### src/rtl/fetch_unit.sv
// Instruction fetch: one outstanding read to instruction memory, a 2-entry
// {instr, pc} buffer toward the decoder, and redirect handling with stale-ack drop.
module fetch_unit #(
  parameter logic [31:0] RESET_PC = 32'h0000_0000
) (
  input  logic        clk,
  input  logic        n_rst,
  output logic        imem_req,
  output logic [31:0] imem_addr,
  input  logic        imem_ack,
  input  logic [31:0] imem_rdata,
  input  logic        redirect,
  input  logic [31:0] redirect_pc,
  output logic        instr_valid,
  output logic [31:0] instr,
  output logic [31:0] instr_pc,
  input  logic        instr_ready
);

  localparam logic [31:0] NOP = 32'h0000_0013;

  typedef enum logic [1:0] {
    S_IDLE = 2'd0,
    S_REQ  = 2'd1,
    S_DROP = 2'd2
  } state_t;

  typedef struct packed {
    logic [31:0] instr;
    logic [31:0] pc;
  } entry_t;

  state_t      r_state;
  logic [31:0] r_pc;
  logic [31:0] r_drop_addr;
  entry_t      r_fifo [2];
  logic        r_rd_ptr;
  logic        r_wr_ptr;
  logic [1:0]  r_count;

  state_t      w_state_next;
  logic [31:0] w_pc_next;
  logic        w_push;
  logic        w_pop;
  logic [1:0]  w_count_after_pop;
  logic [1:0]  w_count_next;
  logic [31:0] w_target;

  assign w_pop             = instr_valid && instr_ready;
  assign w_count_after_pop = r_count - {1'b0, w_pop};
  assign w_target          = {redirect_pc[31:2], 2'b00};

  // NOTE: every variable gets a default before the case so no path leaves it
  // unassigned; otherwise synthesis infers a latch to hold the old value.
  always_comb begin
    w_state_next = r_state;
    w_pc_next    = r_pc;
    w_push       = 1'b0;
    unique case (r_state)
      S_IDLE: begin
        if (redirect) begin
          w_pc_next    = w_target;
          w_state_next = S_REQ;
        end else if (w_count_after_pop < 2'd2) begin
          w_state_next = S_REQ;
        end
      end
      S_REQ: begin
        if (redirect) begin
          w_pc_next    = w_target;
          w_state_next = imem_ack ? S_REQ : S_DROP;
        end else if (imem_ack) begin
          w_push       = 1'b1;
          w_pc_next    = r_pc + 32'd4;
          // After this push the buffer holds after_pop+1 entries.
          w_state_next = (w_count_after_pop == 2'd0) ? S_REQ : S_IDLE;
        end
      end
      S_DROP: begin
        if (redirect) w_pc_next = w_target;
        if (imem_ack) w_state_next = S_REQ;
      end
      default: w_state_next = S_IDLE;
    endcase
  end

  assign w_count_next = redirect ? 2'd0 : (w_count_after_pop + {1'b0, w_push});

  // NOTE: sequential state uses non-blocking assignments so every register
  // samples pre-edge values regardless of statement order.
  always_ff @(posedge clk or negedge n_rst) begin
    if (!n_rst) begin
      r_state     <= S_IDLE;
      r_pc        <= RESET_PC;
      r_drop_addr <= RESET_PC;
      r_rd_ptr    <= 1'b0;
      r_wr_ptr    <= 1'b0;
      r_count     <= 2'd0;
    end else begin
      r_state <= w_state_next;
      r_pc    <= w_pc_next;
      if (r_state == S_REQ && redirect && !imem_ack) r_drop_addr <= r_pc;
      r_count <= w_count_next;
      if (redirect) begin
        r_rd_ptr <= 1'b0;
        r_wr_ptr <= 1'b0;
      end else begin
        if (w_push) r_wr_ptr <= ~r_wr_ptr;
        if (w_pop)  r_rd_ptr <= ~r_rd_ptr;
      end
    end
  end

  // NOTE: buffer storage has no reset; r_count gates every read, so the
  // contents are never observed before being written.
  always_ff @(posedge clk) begin
    if (w_push && !redirect) r_fifo[r_wr_ptr] <= '{instr: imem_rdata, pc: r_pc};
  end

  // While dropping, the bus keeps the abandoned address until its ack arrives.
  assign imem_req    = (r_state != S_IDLE);
  assign imem_addr   = (r_state == S_DROP) ? r_drop_addr : r_pc;
  assign instr_valid = (r_count != 2'd0);
  assign instr       = instr_valid ? r_fifo[r_rd_ptr].instr : NOP;
  assign instr_pc    = instr_valid ? r_fifo[r_rd_ptr].pc    : 32'h0000_0000;

endmodule
### config.mk
export PLATFORM = sky130hd
export DESIGN_NAME = fetch_unit
export DESIGN_NICKNAME = d
export VERILOG_FILES = /design/src/rtl/fetch_unit.sv
export SDC_FILE = /design/constraint.sdc
export NUM_CORES = 1
export LEC_CHECK = 0
export CAP_MARGIN = 20
export CORE_ASPECT_RATIO = 0.7
export CORE_MARGIN = 1.5
export CORE_UTILIZATION = 50
export DETAILED_ROUTE_END_ITERATION = 10
export DONT_BUFFER_PORTS = 1
export SETUP_SLACK_MARGIN = 0.02
export SLEW_MARGIN = 10
export SYNTH_ARGS = -nofsm -noshare
export SYNTH_HDL_FRONTEND = slang
export SYNTH_SLANG_ARGS = --single-unit
export TNS_END_PERCENT = 100
### constraint.sdc
create_clock -name clk -period 4.7 [get_ports clk]
set_clock_uncertainty 0.1 [all_clocks]
set_input_delay 0 -clock clk [delete_from_list [all_inputs] [get_ports clk]]
set_output_delay 0 -clock clk [all_outputs]
set_load 0.05 [all_outputs]
# Yosys cells after proc, flatten, opt, wreduce, memory -nomap -nowiden
# Memories as Yosys holds them, arrays and structs flattened.
# Cells that the tools add are included.
[totals] memories=1 output_inout_bits=98 ff_bits=70 ram_bits=128 input_bits=69 elab_cells=60
[op_classes] n_reduce_logical=16 bitwise=2 magnitude_cmp=1 addsub=3 muxes=25 n_eq_ne=6
[memory_table] name="r_fifo" words=2 width=64 rd=1 rd_clocked_by_memory_dff=0 write_ports=1 line_no="36" source="entry_t r_fifo [2];"
[ops] op="$mux W32" count=6
[ops] op="$pmux W32 S2" count=1
[ops] op="$add A32 B3 Y32 const B" count=1
[ops] op="$mux W2" count=7
[ops] op="$mux W1" count=10
[ops] op="$reduce_bool A2 Y1" count=5
[ops] op="$ne A3 B3 Y1 const B" count=2
[ops] op="$pmux W2 S3" count=1
[ops] op="$reduce_and A3 Y1" count=2
[ops] op="$logic_and A1 B1 Y1" count=4
[ops] op="$logic_not A2 Y1" count=2
[ops] op="$add A2 B1 Y2" count=1
[ops] op="$eq A2 B1 Y1 const B" count=1
[ops] op="$eq A2 B2 Y1 const B" count=1
[ops] op="$logic_not A1 Y1" count=2
[ops] op="$lt A2 B2 Y1 const B" count=1
[ops] op="$ne A2 B1 Y1 const B" count=1
[ops] op="$ne A2 B2 Y1 const B" count=1
[ops] op="$not A1 Y1" count=2
[ops] op="$reduce_or A2 Y1" count=1
[ops] op="$sub A2 B1 Y2" count=1

# Logic depth before layout (Yosys ltp)
[logic_depth] ltp_word=8 ltp_mapped=8 depth_no_buf=8

# Worst setup path before layout
# OpenSTA, ideal clock, no wires.
[synth_timing] path_kind="reg-to-reg" from="register r_state[0]" to="memory r_fifo[0][10] in the netlist's numbering (enable)" stages_incl_launch_ff=5 path_slack_ns=0.543 required_time_ns=4.118 setup_time_ns=0.482 n_path_buf=0 arrival_ns=3.575 synth_period_minus_slack_ns=4.157 cell_sequence="dfrtp_1 nand2_1 o21a_1 nand2_1 nor2_1"
[synth_between] elab_chain_len=5
[synth_lines] item="start, declared" line_no="33" source="state_t r_state;"
[synth_lines] item="start signal, assigned" line_no="100" source="r_state <= w_state_next;"
[synth_lines] item="$eq A2 B1 Y1" line_no="59" source="unique case (r_state)"
[synth_lines] item="$mux W1" line_no="59"
[synth_lines] item="$logic_and A1 B1 Y1" line_no="117" source="if (w_push && !redirect) r_fifo[r_wr_ptr] <= '{instr: imem_rdata, pc: r_pc};"
[synth_lines] item="$mux W1" line_no="117"
[synth_lines] item="$mux W1 (not written as such)" line_no="117"
[synth_lines] item="end, declared" line_no="36"
# Every way passes these cells.

# Final worst setup path
[layout_timing] from="register r_state[0]" to="memory r_fifo[0][61] in the netlist's numbering (enable)"
# Same word-level chain as after synthesis.

==> impl_metrics.env <==
export IMPL_synth_distinct_cells=54
export IMPL_clock_path_buffers=2
export IMPL_period_share_pct=65.2
export IMPL_hold_path_class="input pin to asynchronous set/reset pin"
export IMPL_ys_seq_area_share_pct=64.0
export IMPL_clkTransAtPathRegs_ps=70
export IMPL_slew_violations=0
export IMPL_drc=0
export IMPL_track_usage_pct=21.4
export IMPL_yosysMostFrequentCell="edfxtp_1"
export IMPL_cts_buffers=17
export IMPL_p_comb_share_pct=40.7
export IMPL_leakage_nw=3.46
export IMPL_grt_overflow=0
export IMPL_ant_nets=0
export IMPL_routedWlPerCell_um=19.9
export IMPL_initial_core_util_pct=51.3
export IMPL_totalWireLength_um=18300
export IMPL_grt_pass1_vias=5106
export IMPL_worstSkewPairLatency_ps=430
export IMPL_timing_final_ws_setup_ps=1640
export IMPL_fin_total_pwr_w=0.00722
export IMPL_fin_crit_ps=3060
export IMPL_synth_top_cell_area_share_pct=44.3
export IMPL_drv_cap=0
export IMPL_grt_max_degree=67
export IMPL_ys_ff_latch=190
export IMPL_ios=167
export IMPL_arrival_ps=3020
export IMPL_setup_viol=0
export IMPL_synthesis_instances=634
export IMPL_netlist_area_um2=8400
export IMPL_dr_first_iter_drc_count=314
export IMPL_dr_pass1_iters=5
export IMPL_rsz0062_at_grt="false"
export IMPL_routabilityCongestion=0.856
export IMPL_nets=756
export IMPL_criticalPathCategory="flop to flop"
export IMPL_syn_avg_cell_area_um2=13.3
export IMPL_ys_top_cells_by_count="edfxtp_1 (124), nor2_1 (75), dfrtp_1 (66), mux2i_1 (64), mux2_2 (57)"
export IMPL_p_per_area_nw_per_um2=731
export IMPL_port_buffer_count=0
export IMPL_fin_setup_tns_ps=0
export IMPL_p_seq_share_pct=39.5
export IMPL_die_y_um=111
export IMPL_crit_fanout=62
export IMPL_clockPowerShare_pct=19.8
export IMPL_antenna_found_initial=2
export IMPL_async_reset_ff_share_pct=34.7
export IMPL_area_growth_pct=17.5
export IMPL_core_um2=16400
export IMPL_maxSlewHeadroom_pct=24.6
export IMPL_yosysTopAreaCell="edfxtp_1"
export IMPL_yosysWarnings=0
export IMPL_internal_power_w=0.00380
export IMPL_dp_hpwl_um=11700
export IMPL_max_freq_mhz=326
export IMPL_vias=5350
export IMPL_cts_tree="yes"
export IMPL_clock_tree_root_cell="clkbuf_16"
export IMPL_grt_pass1_wl_um=28200
export IMPL_endpoint_kind="flop"
export IMPL_clkSinkCount=190
export IMPL_cp_start_kind="flop"
export IMPL_switching_share_pct=47.3
export IMPL_synthTopCellsByArea="edfxtp_1 (44%), dfrtp_1 (20%), mux2_2 (7.6%)"
export IMPL_synth_edf_count=124
export IMPL_via_per_inst=5.79
export IMPL_worst_pin_slew_ps=1130
export IMPL_ir_worst_vdd_mv=0.369
export IMPL_cp_required_ps=4660
export IMPL_switching_power_w=0.00341
export IMPL_dieArea_um2=17600
export IMPL_status="completed"
export IMPL_rows=39
export IMPL_htreeDepth=4
export IMPL_num_fill_cells=1326
export IMPL_drive_above_1_share_pct=16.1
export IMPL_die_w_um=158
export IMPL_pre_cts_ws_ps=1500
export IMPL_cts_setup_buffers=0
export IMPL_synth_top_flop_cell="edfxtp_1"
export IMPL_finalHoldViolations=0
-- metal layers --
metal / wire (µm) / share of wire (%) / track usage, % / up-vias
met1: 8310 / 45 / 30.8 / 2659
met5: 0 / 0 / 0 / -
met4: 226 / 1.2 / 7.35 / 0
li1: - / - / - / 2462
met2: 8350 / 46 / 31.0 / 210
met3: 1470 / 8.0 / 6.42 / 19
-- final cells by class --
| type | count | area, µm² | share of cell area [%] |
|---|---|---|---|
| Sequential cell | 190 | 5380 | 54.5 |
| Multi-Input combinational cell | 391 | 2820 | 28.6 |
| Timing Repair Buffer | 75 | 761 | 7.70 |
| Clock buffer | 17 | 425 | 4.31 |
| Tap cell | 225 | 282 | 2.85 |
| Clock inverter | 15 | 169 | 1.71 |
| Inverter | 9 | 33.8 | 0.342 |
| Antenna cell | 2 | 5.00 | 0.0507 |
-- final timing paths --
kind / startpoint / end / slack, ps / cells past startpoint
max in group asynchronous: n_rst / r_rd_ptr / 4190 / 2
setup reg to reg: r_state[0] / r_fifo[0][61] / 1640 / 5
hold reg to reg: r_drop_addr[25] / r_drop_addr[25] / 400 / 1
setup / recovery: r_state[0] / r_fifo[0][61] / 1640 / 5
hold / removal: n_rst / r_drop_addr[11] / 10 / 2
min in group clk: redirect / r_pc[11] / 50 / 2
-- placed cells by master (no fill, tap or decap), types with 5 or more instances in the layout --
master | netlist | routed
edfxtp_1 | 124 | 124
nor2_1 | 75 | 73
dlygate4sd3_1 | 0 | 66
dfrtp_1 | 66 | 65
mux2i_1 | 64 | 64
mux2_2 | 57 | 57
nand2_1 | 28 | 28
a21oi_1 | 26 | 26
nand3_1 | 21 | 21
clkbuf_16 | 0 | 17
o21ai_0 | 14 | 11
o22ai_1 | 10 | 10
inv_1 | 9 | 9
nand4_1 | 9 | 9
a2bb2oi_1 | 8 | 8
buf_4 | 7 | 7
and4_1 | 5 | 5
o211ai_1 | 5 | 5
a32oi_1 | 5 | 5
-- cell families after synthesis --
logic type / Yosys count / share of synthesized area [%]
AO/OA/AOI/OAI: 93 / 7.34
XOR/XNOR: 4 / 0.417
adder cells (fa/ha/maj): 3 / 0.447
buffers and inverters: 56 / 3.08
flip-flops: 190 / 64.0
multiplexers: 121 / 15.3
other: 1 / 0.0446
AND/OR/NAND/NOR: 166 / 9.45
-- power groups by stage --
stage / combinational (W) / sequential [W] / clock (W)
2_1_floorplan: 0.00269 / 0.00259 / 0
3_3_place_gp: 0.00284 / 0.00284 / 0
3_5_place_dp: 0.00288 / 0.00288 / 0
4_1_cts: 0.00296 / 0.00285 / 0.00147
5_1_grt: 0.00312 / 0.00293 / 0.00154
6_report: 0.00294 / 0.00285 / 0.00143
-- critical path, stage by stage, from the launching register on --
cell     delay, ps
dfrtp_1        480
nand2_1        400
o21a_1         560
nand2_1        310
nor2_4         130
buf_4          670
-- sequential cells by signal (all words and copies together), names as in the netlist --
name and cells:
r_count 2, r_drop_addr 30, r_fifo 124, r_pc 30
r_rd_ptr 1, r_state 2, r_wr_ptr 1
-- timing repair --
action,in CTS,in global routing
gates resized for setup,0,0
hold buffers,67,0
hold endpoints to repair,175,0
-- metrics by stage --
step / cells / instance area (µm²) / utilization [%] / hold WS [ps]
floorplan: 637 / 8420 / - / -396
global placement: 822 / 8570 / 52.3 / -393
detailed placement: 822 / 8570 / 52.3 / -393
CTS: 921 / 9850 / 60.1 / 2.91
global route: 924 / 9880 / 60.2 / 13.5
finish: 924 / 9880 / 60.2 / 10.4
Power figures use the tool's default switching activity.
